**src/rtl/red_pitaya_asg_trig_seq_pkg.sv**
```systemverilog
// Shared types and helpers for the ASG trigger sequencer.
package red_pitaya_asg_pkg;

  typedef enum logic [1:0] {
    TS_OFF      = 2'd0,
    TS_SW       = 2'd1,
    TS_EXT_RISE = 2'd2,
    TS_EXT_FALL = 2'd3
  } trig_src_t;

  typedef enum logic [1:0] {
    ST_IDLE    = 2'd0,
    ST_ARMED   = 2'd1,
    ST_BURST   = 2'd2,
    ST_HOLDOFF = 2'd3
  } trig_st_t;

  // A programmed count of zero behaves as a count of one.
  function automatic logic [15:0] nz16(input logic [15:0] v);
    return (v == 16'd0) ? 16'd1 : v;
  endfunction

endpackage

```
**src/rtl/red_pitaya_asg_trig_seq_cond.sv**
```systemverilog
// External trigger conditioning: synchroniser, debounce filter, edge select.
// The event is registered in the same cycle the filtered level changes, so
// with no debounce the pin-to-event path is SYNC_STAGES + 1 cycles.
module red_pitaya_trig_cond
  import red_pitaya_asg_pkg::*;
#(
  parameter int SYNC_STAGES = 2
) (
  input  logic        i_clk,
  input  logic        i_rst,
  input  logic [1:0]  i_cfg_src,
  input  logic [15:0] i_cfg_deb,
  input  logic        i_ext_trig,
  output logic        o_ev
);

  logic [SYNC_STAGES-1:0] r_sync;
  logic                   r_f;
  logic [15:0]            r_cnt;
  logic                   r_ev;
  logic                   w_s;
  logic                   w_f_nxt;
  logic [15:0]            w_cnt_nxt;
  logic                   w_ev_nxt;

  assign w_s  = r_sync[SYNC_STAGES-1];
  assign o_ev = r_ev;

  // Metastability chain on the asynchronous pin.
  always_ff @(posedge i_clk) begin
    if (i_rst) begin
      r_sync <= '0;
    end else begin
      r_sync <= {r_sync[SYNC_STAGES-2:0], i_ext_trig};
    end
  end

  // Debounce: accept the new level once it has disagreed for cfg_deb cycles.
  always_comb begin
    w_f_nxt   = r_f;
    w_cnt_nxt = r_cnt;
    if (w_s != r_f) begin
      if (r_cnt >= i_cfg_deb) begin
        w_f_nxt   = w_s;
        w_cnt_nxt = 16'd0;
      end else begin
        w_cnt_nxt = r_cnt + 16'd1;
      end
    end else begin
      w_cnt_nxt = 16'd0;
    end
  end

  // Edge select on the filtered level according to the live source setting.
  always_comb begin
    case (trig_src_t'(i_cfg_src))
      TS_EXT_RISE: w_ev_nxt = w_f_nxt & ~r_f;
      TS_EXT_FALL: w_ev_nxt = ~w_f_nxt & r_f;
      default:     w_ev_nxt = 1'b0;
    endcase
  end

  // Filter state and registered event.
  always_ff @(posedge i_clk) begin
    if (i_rst) begin
      r_f   <= 1'b0;
      r_cnt <= 16'd0;
      r_ev  <= 1'b0;
    end else begin
      r_f   <= w_f_nxt;
      r_cnt <= w_cnt_nxt;
      r_ev  <= w_ev_nxt;
    end
  end

endmodule

```
**src/rtl/red_pitaya_asg_trig_seq.sv**
```systemverilog
// Per-channel trigger sequencer: arm, burst expansion and holdoff in front
// of the ASG trigger input. Burst settings are shadowed on each accepted event.
module red_pitaya_asg_trig_seq
  import red_pitaya_asg_pkg::*;
#(
  parameter int CW          = 32,
  parameter int SYNC_STAGES = 2
) (
  input  logic          dac_clk_i,
  input  logic          dac_rst_i,
  input  logic [1:0]    cfg_src_i,
  input  logic          cfg_single_i,
  input  logic [15:0]   cfg_deb_i,
  input  logic [15:0]   cfg_burst_n_i,
  input  logic [CW-1:0] cfg_burst_per_i,
  input  logic [CW-1:0] cfg_holdoff_i,
  input  logic          arm_i,
  input  logic          sw_trig_i,
  input  logic          abort_i,
  input  logic          ext_trig_i,
  output logic          trig_o,
  output logic          armed_o,
  output logic          busy_o,
  output logic [31:0]   trig_cnt_o,
  output logic [15:0]   drop_cnt_o
);

  localparam logic [CW-1:0] ONE_CW = {{(CW-1){1'b0}}, 1'b1};

  trig_st_t      r_state;
  trig_st_t      w_state_nxt;
  logic          r_trig;
  logic          r_armed;
  logic          r_busy;
  logic [31:0]   r_trig_cnt;
  logic [15:0]   r_drop_cnt;
  logic [15:0]   r_sh_n;
  logic [CW-1:0] r_sh_per;
  logic [CW-1:0] r_sh_hold;
  logic          r_sh_single;
  logic [15:0]   r_sent;
  logic [CW-1:0] r_per_cnt;
  logic [CW-1:0] r_hold_cnt;

  logic          w_ev_ext;
  logic          w_event;
  logic          w_fire;
  logic          w_latch;
  logic          w_drop;
  logic [15:0]   w_sent_nxt;
  logic [CW-1:0] w_per_nxt;
  logic [CW-1:0] w_hold_nxt;
  logic [CW-1:0] w_per_eff;

  red_pitaya_trig_cond #(
    .SYNC_STAGES (SYNC_STAGES)
  ) u_cond (
    .i_clk      (dac_clk_i),
    .i_rst      (dac_rst_i),
    .i_cfg_src  (cfg_src_i),
    .i_cfg_deb  (cfg_deb_i),
    .i_ext_trig (ext_trig_i),
    .o_ev       (w_ev_ext)
  );

  assign w_per_eff  = (cfg_burst_per_i == '0) ? ONE_CW : cfg_burst_per_i;
  assign trig_o     = r_trig;
  assign armed_o    = r_armed;
  assign busy_o     = r_busy;
  assign trig_cnt_o = r_trig_cnt;
  assign drop_cnt_o = r_drop_cnt;

  // Pick the event source; the inactive path is ignored.
  always_comb begin
    case (trig_src_t'(cfg_src_i))
      TS_SW:       w_event = sw_trig_i;
      TS_EXT_RISE: w_event = w_ev_ext;
      TS_EXT_FALL: w_event = w_ev_ext;
      default:     w_event = 1'b0;
    endcase
  end

  // Sequencer next-state, pulse generation and counter updates.
  always_comb begin
    w_state_nxt = r_state;
    w_fire      = 1'b0;
    w_latch     = 1'b0;
    w_drop      = 1'b0;
    w_sent_nxt  = r_sent;
    w_per_nxt   = r_per_cnt;
    w_hold_nxt  = r_hold_cnt;
    case (r_state)
      ST_IDLE: begin
        if (arm_i && (cfg_src_i != 2'd0)) begin
          w_state_nxt = ST_ARMED;
        end else begin
          w_state_nxt = ST_IDLE;
        end
      end
      ST_ARMED: begin
        if (w_event) begin
          w_state_nxt = ST_BURST;
          w_fire      = 1'b1;
          w_latch     = 1'b1;
          w_sent_nxt  = 16'd1;
          w_per_nxt   = w_per_eff;
        end else begin
          w_state_nxt = ST_ARMED;
        end
      end
      ST_BURST: begin
        w_drop = w_event;
        // The pulse count is checked in the cycle of the last pulse so the
        // follow-on state starts on the very next cycle.
        if (r_sent >= r_sh_n) begin
          w_hold_nxt = r_sh_hold;
          if (r_sh_hold != '0) begin
            w_state_nxt = ST_HOLDOFF;
          end else if (r_sh_single) begin
            w_state_nxt = ST_IDLE;
          end else begin
            w_state_nxt = ST_ARMED;
          end
        end else if (r_per_cnt <= ONE_CW) begin
          w_fire     = 1'b1;
          w_sent_nxt = r_sent + 16'd1;
          w_per_nxt  = r_sh_per;
        end else begin
          w_per_nxt = r_per_cnt - ONE_CW;
        end
      end
      ST_HOLDOFF: begin
        w_drop = w_event;
        if (r_hold_cnt <= ONE_CW) begin
          w_state_nxt = r_sh_single ? ST_IDLE : ST_ARMED;
        end else begin
          w_hold_nxt = r_hold_cnt - ONE_CW;
        end
      end
      default: begin
        w_state_nxt = ST_IDLE;
      end
    endcase
    // Abort overrides everything, including a pulse that would fire now.
    if (abort_i) begin
      w_state_nxt = ST_IDLE;
      w_fire      = 1'b0;
      w_latch     = 1'b0;
    end else begin
      w_state_nxt = w_state_nxt;
    end
  end

  // State, registered outputs, shadows and counters.
  always_ff @(posedge dac_clk_i) begin
    if (dac_rst_i) begin
      r_state     <= ST_IDLE;
      r_trig      <= 1'b0;
      r_armed     <= 1'b0;
      r_busy      <= 1'b0;
      r_trig_cnt  <= 32'd0;
      r_drop_cnt  <= 16'd0;
      r_sh_n      <= 16'd0;
      r_sh_per    <= '0;
      r_sh_hold   <= '0;
      r_sh_single <= 1'b0;
      r_sent      <= 16'd0;
      r_per_cnt   <= '0;
      r_hold_cnt  <= '0;
    end else begin
      r_state    <= w_state_nxt;
      r_trig     <= w_fire;
      r_armed    <= (w_state_nxt == ST_ARMED);
      r_busy     <= (w_state_nxt == ST_BURST) || (w_state_nxt == ST_HOLDOFF);
      r_sent     <= w_sent_nxt;
      r_per_cnt  <= w_per_nxt;
      r_hold_cnt <= w_hold_nxt;
      if (w_fire) begin
        r_trig_cnt <= r_trig_cnt + 32'd1;
      end
      if (w_drop && (r_drop_cnt != 16'hFFFF)) begin
        r_drop_cnt <= r_drop_cnt + 16'd1;
      end
      if (w_latch) begin
        r_sh_n      <= nz16(cfg_burst_n_i);
        r_sh_per    <= w_per_eff;
        r_sh_hold   <= cfg_holdoff_i;
        r_sh_single <= cfg_single_i;
      end
    end
  end

endmodule

```
**config.mk**
```make
export PLATFORM = sky130hd
export DESIGN_NAME = red_pitaya_asg_trig_seq
export DESIGN_NICKNAME = d
export VERILOG_FILES = /design/src/rtl/red_pitaya_asg_trig_seq_pkg.sv /design/src/rtl/red_pitaya_asg_trig_seq_cond.sv /design/src/rtl/red_pitaya_asg_trig_seq.sv
export SDC_FILE = /design/constraint.sdc
export NUM_CORES = 1
export LEC_CHECK = 0
export BUFFER_PORTS_ARGS = -buffer_cell sky130_fd_sc_hd__buf_2
export CORE_MARGIN = 2
export CORE_UTILIZATION = 25
export CTS_CLUSTER_SIZE = 10
export DETAILED_ROUTE_END_ITERATION = 10
export HOLD_SLACK_MARGIN = 0.06
export PLACE_DENSITY_LB_ADDON = 0.15
export SLEW_MARGIN = 5
export SYNTH_ARGS = -nofsm -noshare
export SYNTH_HDL_FRONTEND = slang
export SYNTH_SLANG_ARGS = --single-unit
```
**constraint.sdc**
```tcl
create_clock -name dac_clk_i -period 2.9 [get_ports dac_clk_i]
set_input_delay 0.58 -clock dac_clk_i [delete_from_list [all_inputs] [get_ports dac_clk_i]]
set_output_delay 0.58 -clock dac_clk_i [all_outputs]
set_load 0.05 [all_outputs]
```
---- Word-level counts from Yosys, hierarchy flattened ----
Cells that the tools add are included.
cells by class
  add/subtract/negate cells ............... 6
  magnitude comparators ................... 4
  equal/unequal tests ..................... 16
  multiplexer cells ....................... 33
  bitwise logic cells ..................... 5
  reductions and logical operators ........ 16
operators by type and width
  operator                                                                 number
  32-bit 2-to-1 mux                                                        6
  32-bit case mux with 2 select lines                                      2
  32-bit by 1-bit <= comparator with 1-bit output (second input constant)  2
  16-bit 2-to-1 mux                                                        4
  32-bit by 1-bit subtractor with 32-bit output (second input constant)    2
  16-bit by 1-bit adder with 16-bit output (second input constant)         3
  32-bit by 1-bit adder with 32-bit output (second input constant)         1
  16-bit >= comparator                                                     2
  32-bit logical NOT                                                       1
  16-bit case mux with 2 select lines                                      1
  32-bit nonzero test                                                      1
  16-bit logical NOT                                                       1
  16-bit inequality test (second input constant)                           1
  2-bit equality test (second input constant)                              6
  1-bit 2-to-1 mux                                                         11
  2-bit 2-to-1 mux                                                         5
  2-bit inequality test (second input constant)                            5
  2-bit case mux with 4 select lines                                       1
  2-bit by 1-bit equality test with 1-bit output (second input constant)   3
  1-bit case mux with 2 select lines                                       3
  3-bit AND reduction                                                      2
  2-bit nonzero test                                                       3
  4-bit AND reduction                                                      1
  2-bit OR reduction                                                       2
  other kinds (7)                                                          11
word-level totals
  flip-flop bits (word level) ............. 234
  bits of input ports ..................... 105
  output and inout bits ................... 51
  word-level logic and storage cells ...... 97

---- Depth between registers and ports, before layout ----
Gate-level depths: netlist of the first run.
  word-level depth ........................ 8
  depth in mapped cells ................... 11
  gate-level depth less buffers ........... 9

---- Modules after synthesis ----
A second synthesis of the first run with hierarchy kept.
unflattened totals
  cells, all modules ...................... 1,595
  area, all modules ....................... 12,335.6 µm²
by module, submodules not included
  module                   times used  cells an instance  area an instance (µm²)  seq. area each (µm²)
  red_pitaya_asg_trig_seq  1           1,450              11,075.6                4,284.1
  red_pitaya_trig_cond     1           145                1,260.0                 400.4

---- Least setup slack after synthesis of the first run ----
Ideal clock, no wire load.
  kind .................................... register -> register
  from .................................... reg r_sh_n[15]
  to ...................................... reg r_trig_cnt[1] (netlist: trig_cnt_o[1])
  setup time .............................. 128 ps
  data arrival time ....................... 2,544 ps
  required time ........................... 2,772 ps
  slack ................................... 229 ps
  cell stages (with the launch flop) ...... 12
  buffers on the path ..................... 2
  period minus slack after synthesis ...... 2,671 ps
  cells stage by stage .................... dfxtp_1 > inv_1 > ha_1 > nand4_1 > or3_1 > or4_1 > and4b_1 > buf_4 > buf_2 > o21ai_1 > mux2i_1 > nor2_1
on the way
  word-level cells in the longest chain between the ends .. 4
ends and longest elaborated chain
  what                                line                            source
  start, declared                     red_pitaya_asg_trig_seq.sv:37   logic [15:0] r_sh_n;
  start signal, assigned              red_pitaya_asg_trig_seq.sv:185  r_sh_n <= nz16(cfg_burst_n_i);
  16-bit >= comparator                red_pitaya_asg_trig_seq.sv:115  if (r_sent >= r_sh_n) begin
  1-bit 2-to-1 mux                    red_pitaya_asg_trig_seq.sv:115
  1-bit case mux with 2 select lines  red_pitaya_asg_trig_seq.sv:92   case (r_state)
  1-bit 2-to-1 mux                    red_pitaya_asg_trig_seq.sv:145  if (abort_i) begin
  end signal, assigned                red_pitaya_asg_trig_seq.sv:179  r_trig_cnt <= r_trig_cnt + 32'd1;
  end, declared                       red_pitaya_asg_trig_seq.sv:35   logic [31:0] r_trig_cnt;
Every way passes these cells.
A chain may end at the register's enable or synchronous reset.

---- Worst setup path after layout of the first run ----
  from .................................... reg r_sh_n[10]
  to ...................................... reg r_trig_cnt[22] (netlist: trig_cnt_o[22])
Same word-level chain as after synthesis.

==> results.sh, run 1 <==
export IMPL_ys_types=71
export IMPL_cpMaxStageDelayCell="or4_4"
export IMPL_grt_pass1_vias=11250
export IMPL_synth_largest_area_cell="dfxtp_1"
export IMPL_max_slew_margin_pct=34.82
export IMPL_ys_seq_elements=234
export IMPL_synth_most_common_cell="nand2_1"
export IMPL_routed_wl_mm=39.58
export IMPL_routedWlPerCell_um=16.75
export IMPL_vdd_drop_max_v=0.0003650
export IMPL_syn_instance_count=1558
export IMPL_synth_area_top_cells="dfxtp_1, nand2_1, a21oi_1"
export IMPL_initial_core_util_pct=25.23
export IMPL_drc=0
export IMPL_syn_nets=1707
export IMPL_port_buffers=155
export IMPL_setup_tns_ns=0
export IMPL_track_usage_pct=15.36
export IMPL_tightest_slew_ns=0.9702
export IMPL_comb_power_share_pct=9.1
export IMPL_area_delta_synth_final_pct=25.26
export IMPL_p_per_area_mw_per_mm2=503.8
export IMPL_max_stage_delay_ns=0.53
export IMPL_min_path_cells=3
export IMPL_fp_row_count=80
export IMPL_internal_power_uw=5670
export IMPL_place_ws_ns=0.04299
export IMPL_synth_top_cell_area_share_pct=38.97
export IMPL_timing_hold_ws_ns=0.2440
export IMPL_cts_buffer_depth=3
export IMPL_hold_viol=0
export IMPL_grt_max_degree=112
export IMPL_num_antenna_cells=0
export IMPL_via_per_inst=4.949
export IMPL_cp_num_cells=11
export IMPL_final_util_pct=31.60
export IMPL_finalMaxSlewViolations=0
export IMPL_core_mm2=0.04765
export IMPL_end_kind="register"
export IMPL_yosys_warnings=0
export IMPL_arrival_ns=3.23
export IMPL_min_path_type="primary input to register"
export IMPL_grt_pass1_wl_mm=62.56
export IMPL_period_minus_slack_ns=2.791
export IMPL_required_ns=3.34
export IMPL_power_uw=7587
export IMPL_yosysSeqAreaShare_pct=38.97
export IMPL_cp_top_family="simple AND/OR/NAND/NOR gates"
export IMPL_cts_root_buf="clkbuf_16"
export IMPL_syn_cell_area_mm2=0.01202
export IMPL_cp_num_buf_inv=3
export IMPL_drt_pass1_iter_count=6
export IMPL_setup_ws_ns=0.1093
export IMPL_vias=11690
export IMPL_insertion_delay_ns=0.58
export IMPL_fmax_mhz=358.3
export IMPL_cts_hold_buf=0
export IMPL_cts_sinks=234
export IMPL_status="finished clean"
export IMPL_post_route_period_util_pct=96.23
export IMPL_rsz0062_at_grt="yes"
export IMPL_ant_nets=0
export IMPL_async_flop_share_pct=0
export IMPL_routabilityCongestion=0.7847
export IMPL_switching_share_pct=25.27
export IMPL_ctsHtreeMaxLevel=1
export IMPL_crit_top_cell="or3_1"
export IMPL_die_h_um=223.3
export IMPL_drv_cap=0
export IMPL_cts_inserted_buffers=30
export IMPL_path_cells="inv_2 > ha_4 > nand4_1 > or3_1 > or4_4 > and4b_2 > buf_12 > o21ai_4 > buf_4 > or3_1 > a21oi_1"
export IMPL_cp_start_kind="register"
export IMPL_power_leakage_uw=0.005837
export IMPL_worstSetupPathType="register to register"
export IMPL_finClkSkew_ns=0.01778
export IMPL_crit_fanout=21
export IMPL_synth_edf_count=0
export IMPL_syn_area_per_cell_um2=7.716
export IMPL_chipWidth_um=223.3
export IMPL_drive_gt1_share_pct=18.48
export IMPL_nNetsFinal=1879
export IMPL_tritoncts="built"
export IMPL_ios=156
export IMPL_antenna_found_initial=1
export IMPL_clkPwrFrac_pct=47.7
export IMPL_seq_power_share_pct=43.2
export IMPL_p_sw_uw=1917
export IMPL_clk_pin_slew_ns=0.06
export IMPL_yosys_most_used_dff="dfxtp_1"
export IMPL_setup_viol=0
export IMPL_dpl_hpwl_mm=27.71
export IMPL_grt_ovfl_total=0
export IMPL_die_area_mm2=0.04986
export IMPL_synthTopCellsByCount="nand2_1, dfxtp_1, a21oi_1, nor2_1, clkbuf_1"
export IMPL_worstRegToRegCells=11
export IMPL_dr_first_iter_drc_count=703
-- layout by cell type (no fill, tap or decap), types with 10 or more instances in the layout --
master,count
nand2_1,268
dfxtp_1,227
a21oi_1,191
buf_2,154
nor2_1,120
o21ai_0,70
buf_4,61
inv_1,56
nand3_1,44
xor2_1,42
ha_1,38
nor3_1,35
o211ai_1,35
or3_1,32
nor4_1,32
clkbuf_16,31
xnor2_1,24
nand4_1,21
and3_1,21
o32ai_1,17
or4_1,13
a211oi_1,12
a31oi_1,12
and4_1,10
mux2i_1,10
-- worst min-delay path, cell delays in order --
cell and delay, ns:
buf_2 0.10, nand2_1 0.04, a21oi_1 0.05
-- power groups by stage --
stage | Sequential, µW | Combinational, µW | Clock [µW]
global route | 3280 | 774 | 3870
finish | 3280 | 690 | 3620
CTS | 3270 | 685 | 3760
floorplan | 3340 | 379 | 0
global placement | 3340 | 678 | 0
detailed placement | 3340 | 681 | 0
-- final cells by class --
| cell class | count | area [µm²] |
|---|---|---|
| Fill cell | 5119 | 32590 |
| Multi-Input combinational cell | 1173 | 6940 |
| Sequential cell | 234 | 4693 |
| Timing Repair Buffer | 231 | 1488 |
| Clock buffer | 46 | 922.1 |
| Tap cell | 615 | 769.5 |
| Inverter | 60 | 225.2 |
| Clock inverter | 4 | 20.02 |
-- flip-flops by register name, summed over array words and instances, names as in the netlist --
register / cells
armed_o: 1
busy_o: 1
drop_cnt_o: 16
r_hold_cnt: 32
r_per_cnt: 32
r_sent: 16
r_sh_hold: 32
r_sh_n: 16
r_sh_per: 32
r_sh_single: 1
r_state: 2
trig_cnt_o: 32
trig_o: 1
u_cond.o_ev: 1
u_cond.r_cnt: 16
u_cond.r_f: 1
u_cond.r_sync: 2
-- cell families (layout without fill, tap and decap cells) --
group	after synthesis	count (layout)	synth area share [%]
mux	10	10	0.8327
fa+ha+maj	44	44	4.580
simple gates	645	645	25.46
buf+inv	151	341	4.808
flops	234	234	38.97
compound gates	408	408	20.55
xor+xnor	66	66	4.808
-- metrics by stage --
stage,std cells,area [µm²]
2_1_floorplan,1558,12020
5_1_grt,2363,15060
3_3_place_gp,2305,13870
6_report,2363,15060
3_5_place_dp,2305,13870
4_1_cts,2355,14810
-- what timing repair did --
action                                  4_1_cts  5_1_grt
setup buffers                                 0        6
endpoints found under the hold margin         0        0
endpoints found under the setup margin        0       97
resized for setup                             0       48
-- layer usage --
| metal | track usage (%) | part of all wire, % | routed length (µm) |
|---|---|---|---|
| met1 | 20.91 | 48 | 19040 |
| met2 | 25.37 | 46 | 18310 |
| met3 | 2.331 | 3.8 | 1485 |
| met4 | 3.914 | 1.9 | 739 |
| met5 | 0 | 0.025 | 10 |
-- worst paths after layout --
path / start / end / slack, ns
max: r_sh_n[10] / trig_cnt_o[22] / 0.11
min: cfg_holdoff_i[6] / r_sh_hold[6] / 0.24
max reg2reg: r_sh_n[10] / trig_cnt_o[22] / 0.11
min reg2reg: u_cond.r_sync[0] / u_cond.r_sync[1] / 0.44
(Power assumes the default switching activity.)
==> run 2: changes to the inputs <==
==> constraint.sdc (replaced) <==
create_clock -name dac_clk_i -period 3.1 [get_ports dac_clk_i]
set_input_delay 0.62 -clock dac_clk_i [delete_from_list [all_inputs] [get_ports dac_clk_i]]
set_output_delay 0.62 -clock dac_clk_i [all_outputs]
set_load 0.05 [all_outputs]
==> run 2 against run 1 <==
Against the previous run:
- total power fell by 5.1%
- worst setup slack improved by 0.054 ns
- routed wire length fell by 1.4%
- register-to-register slack improved by 0.05 ns
- sequential power fell by 6.4%
- hold slack improved by 0.046 ns
- via count fell by 1.3%
- critical path depth did not move
- cell area fell by 2.4%
- fmax fell by 5.0%
- highest routed layer unchanged
==> results.sh, run 2 (synthesized netlist as in run 1, its figures left out) <==
export IMPL_antenna_found_initial=3
export IMPL_layout_commonest_cell="nand2_1"
export IMPL_chipWidth_um=223.3
export IMPL_required_ns=3.53
export IMPL_nNetsFinal=1855
export IMPL_fp_row_count=80
export IMPL_fmax_mhz=340.5
export IMPL_busiest_layer="met2"
export IMPL_period_minus_slack_ns=2.937
export IMPL_cpMaxStageDelayCell="or4_1"
export IMPL_cp_top_family="simple AND/OR/NAND/NOR gates"
export IMPL_finClkSkew_ns=0.008050
export IMPL_setup_viol=0
export IMPL_setup_ws_ns=0.1629
export IMPL_arrival_ns=3.37
export IMPL_insertion_delay_ns=0.57
export IMPL_die_h_um=223.3
export IMPL_reg2reg_slack_ns=0.16
export IMPL_comb_power_share_pct=8.4
export IMPL_die_area_mm2=0.04986
export IMPL_multi_input_area_mm2=0.006795
export IMPL_cts_sinks=234
export IMPL_cp_start_kind="register"
export IMPL_via_per_inst=4.930
export IMPL_p_per_area_mw_per_mm2=489.7
export IMPL_ios=156
export IMPL_min_path_type="primary input to register"
export IMPL_grt_pass1_vias=11100
export IMPL_vias=11540
export IMPL_met3_usage_pct=2.305
export IMPL_routedWlPerCell_um=16.67
export IMPL_status="finished clean"
export IMPL_met2_usage_pct=24.96
export IMPL_reg2reg_to="trig_cnt_o[8]"
export IMPL_grt_ovfl_total=0
export IMPL_track_usage_pct=15.42
export IMPL_grt_max_degree=59
export IMPL_path_cells="inv_1 > ha_1 > nand4_1 > or3_1 > or4_1 > and4b_1 > buf_4 > buf_4 > o2111ai_1 > xor2_1 > nor2_1"
export IMPL_clkPwrFrac_pct=49.0
export IMPL_p_sw_uw=1772
export IMPL_regArea_mm2=0.004684
export IMPL_hold_viol=0
export IMPL_drc=0
export IMPL_setup_tns_ns=0
export IMPL_cts_setup_buffers=0
export IMPL_vdd_drop_max_v=0.0003432
export IMPL_cts_inserted_buffers=30
export IMPL_final_cell_mix="nand2_1, dfxtp_1, a21oi_1"
export IMPL_finalMaxSlewViolations=0
export IMPL_cp_num_buf_inv=3
export IMPL_r2r_start="r_sh_n[11]"
export IMPL_place_ws_ns=0.1894
export IMPL_clk_pin_slew_ns=0.06
export IMPL_core_mm2=0.04765
export IMPL_met1_usage_pct=21.39
export IMPL_max_stage_delay_ns=0.47
export IMPL_power_leakage_uw=0.005692
export IMPL_switching_share_pct=24.62
export IMPL_rsz0062_at_grt="yes"
export IMPL_drv_cap=0
export IMPL_grt_pass1_wl_mm=62.65
export IMPL_routed_wl_mm=39.03
export IMPL_cts_root_buf="clkbuf_16"
export IMPL_tightest_slew_ns=0.9933
export IMPL_crit_fanout=10
export IMPL_port_buffers=155
export IMPL_internal_power_uw=5425
export IMPL_cts_hold_buf=0
export IMPL_ctsHtreeMaxLevel=1
export IMPL_cts_buffer_depth=3
export IMPL_hold_end="r_sh_hold[2]"
export IMPL_tritoncts="built"
export IMPL_min_path_cells=3
export IMPL_dpl_hpwl_mm=27.63
export IMPL_drive_gt1_share_pct=15.72
export IMPL_n_fill_cell=5178
export IMPL_worstSetupPathType="register to register"
export IMPL_max_slew_margin_pct=33.27
export IMPL_dr_first_iter_drc_count=778
export IMPL_crit_top_cell="buf_4"
export IMPL_end_kind="register"
export IMPL_area_delta_synth_final_pct=22.25
export IMPL_initial_core_util_pct=25.23
export IMPL_post_route_period_util_pct=94.75
export IMPL_ant_nets=0
export IMPL_worstRegToRegCells=11
export IMPL_seq_power_share_pct=42.6
export IMPL_routabilityCongestion=0.8054
export IMPL_worstHoldStart="cfg_holdoff_i[2]"
export IMPL_drt_pass1_iter_count=4
[run 2: per-layer routing]
| layer | vias to the layer above | part of all wire [%] |
|---|---|---|
| li1 | 5857 | - |
| met1 | 5426 | 48 |
| met2 | 210 | 46 |
| met3 | 46 | 4.1 |
| met4 | 2 | 1.8 |
| met5 | - | 0.033 |
[run 2: power by group through the flow]
stage	clock network (µW)	registers, µW	logic, µW
final	3530	3070	605
after global routing	3780	3070	680
after CTS	3670	3060	613
after detailed placement	0	3130	609
after global placement	0	3130	610
after floorplan	0	3120	354
[run 2: worst max path at each step]
| stage | start | end | slack (ns) | depth (start not counted) |
|---|---|---|---|---|
| after floorplan | r_sh_n[15] | trig_cnt_o[1] | 0.43 | 11 |
| final | r_sh_n[11] | trig_cnt_o[8] | 0.16 | 11 |
| after detailed placement | r_sh_n[11] | trig_cnt_o[12] | 0.19 | 11 |
| after global placement | r_sh_n[11] | trig_cnt_o[10] | 0.17 | 11 |
| after CTS | r_sh_n[11] | trig_cnt_o[8] | 0.14 | 11 |
| after global routing | r_sh_n[11] | r_hold_cnt[0] | -0.07 | 11 |
[run 2: what timing repair did]
item,4_1_cts,5_1_grt
gates resized for setup,0,2
endpoints found under the setup margin,0,39
hold endpoints to repair,0,0
[run 2: stage by stage]
stage                     std cells  area (µm²)  utilization [%]  total power, µW  hold WS, ns
final                          2341       14700            30.85             7197       0.2902
after global placement         2289       13690            28.73             3739       0.4208
after CTS                      2339       14680            30.81             7343       0.2445
after global routing           2341       14700            30.85             7530       0.2578
after detailed placement       2289       13690            28.73             3738       0.4304
after floorplan                1558       12020                -             3479       0.4138
[run 2: worst register-to-register path: stages, from the launching register on]
cell,delay [ns]
dfxtp_1,0.36
inv_1,0.06
ha_1,0.30
nand4_1,0.13
or3_1,0.38
or4_1,0.47
and4b_1,0.29
buf_4,0.19
buf_4,0.17
o2111ai_1,0.22
xor2_1,0.16
nor2_1,0.05
[run 2: layout make-up]
class | count | share of cell area, %
diodes | 2 | 0.03405
clock buffers | 48 | 6.530
clock inverters | 2 | 0.2384
inverters | 60 | 1.532
multi-input cells | 1173 | 46.24
flip-flops and latches | 234 | 31.87
well taps | 615 | 5.236
repair buffers | 207 | 8.318
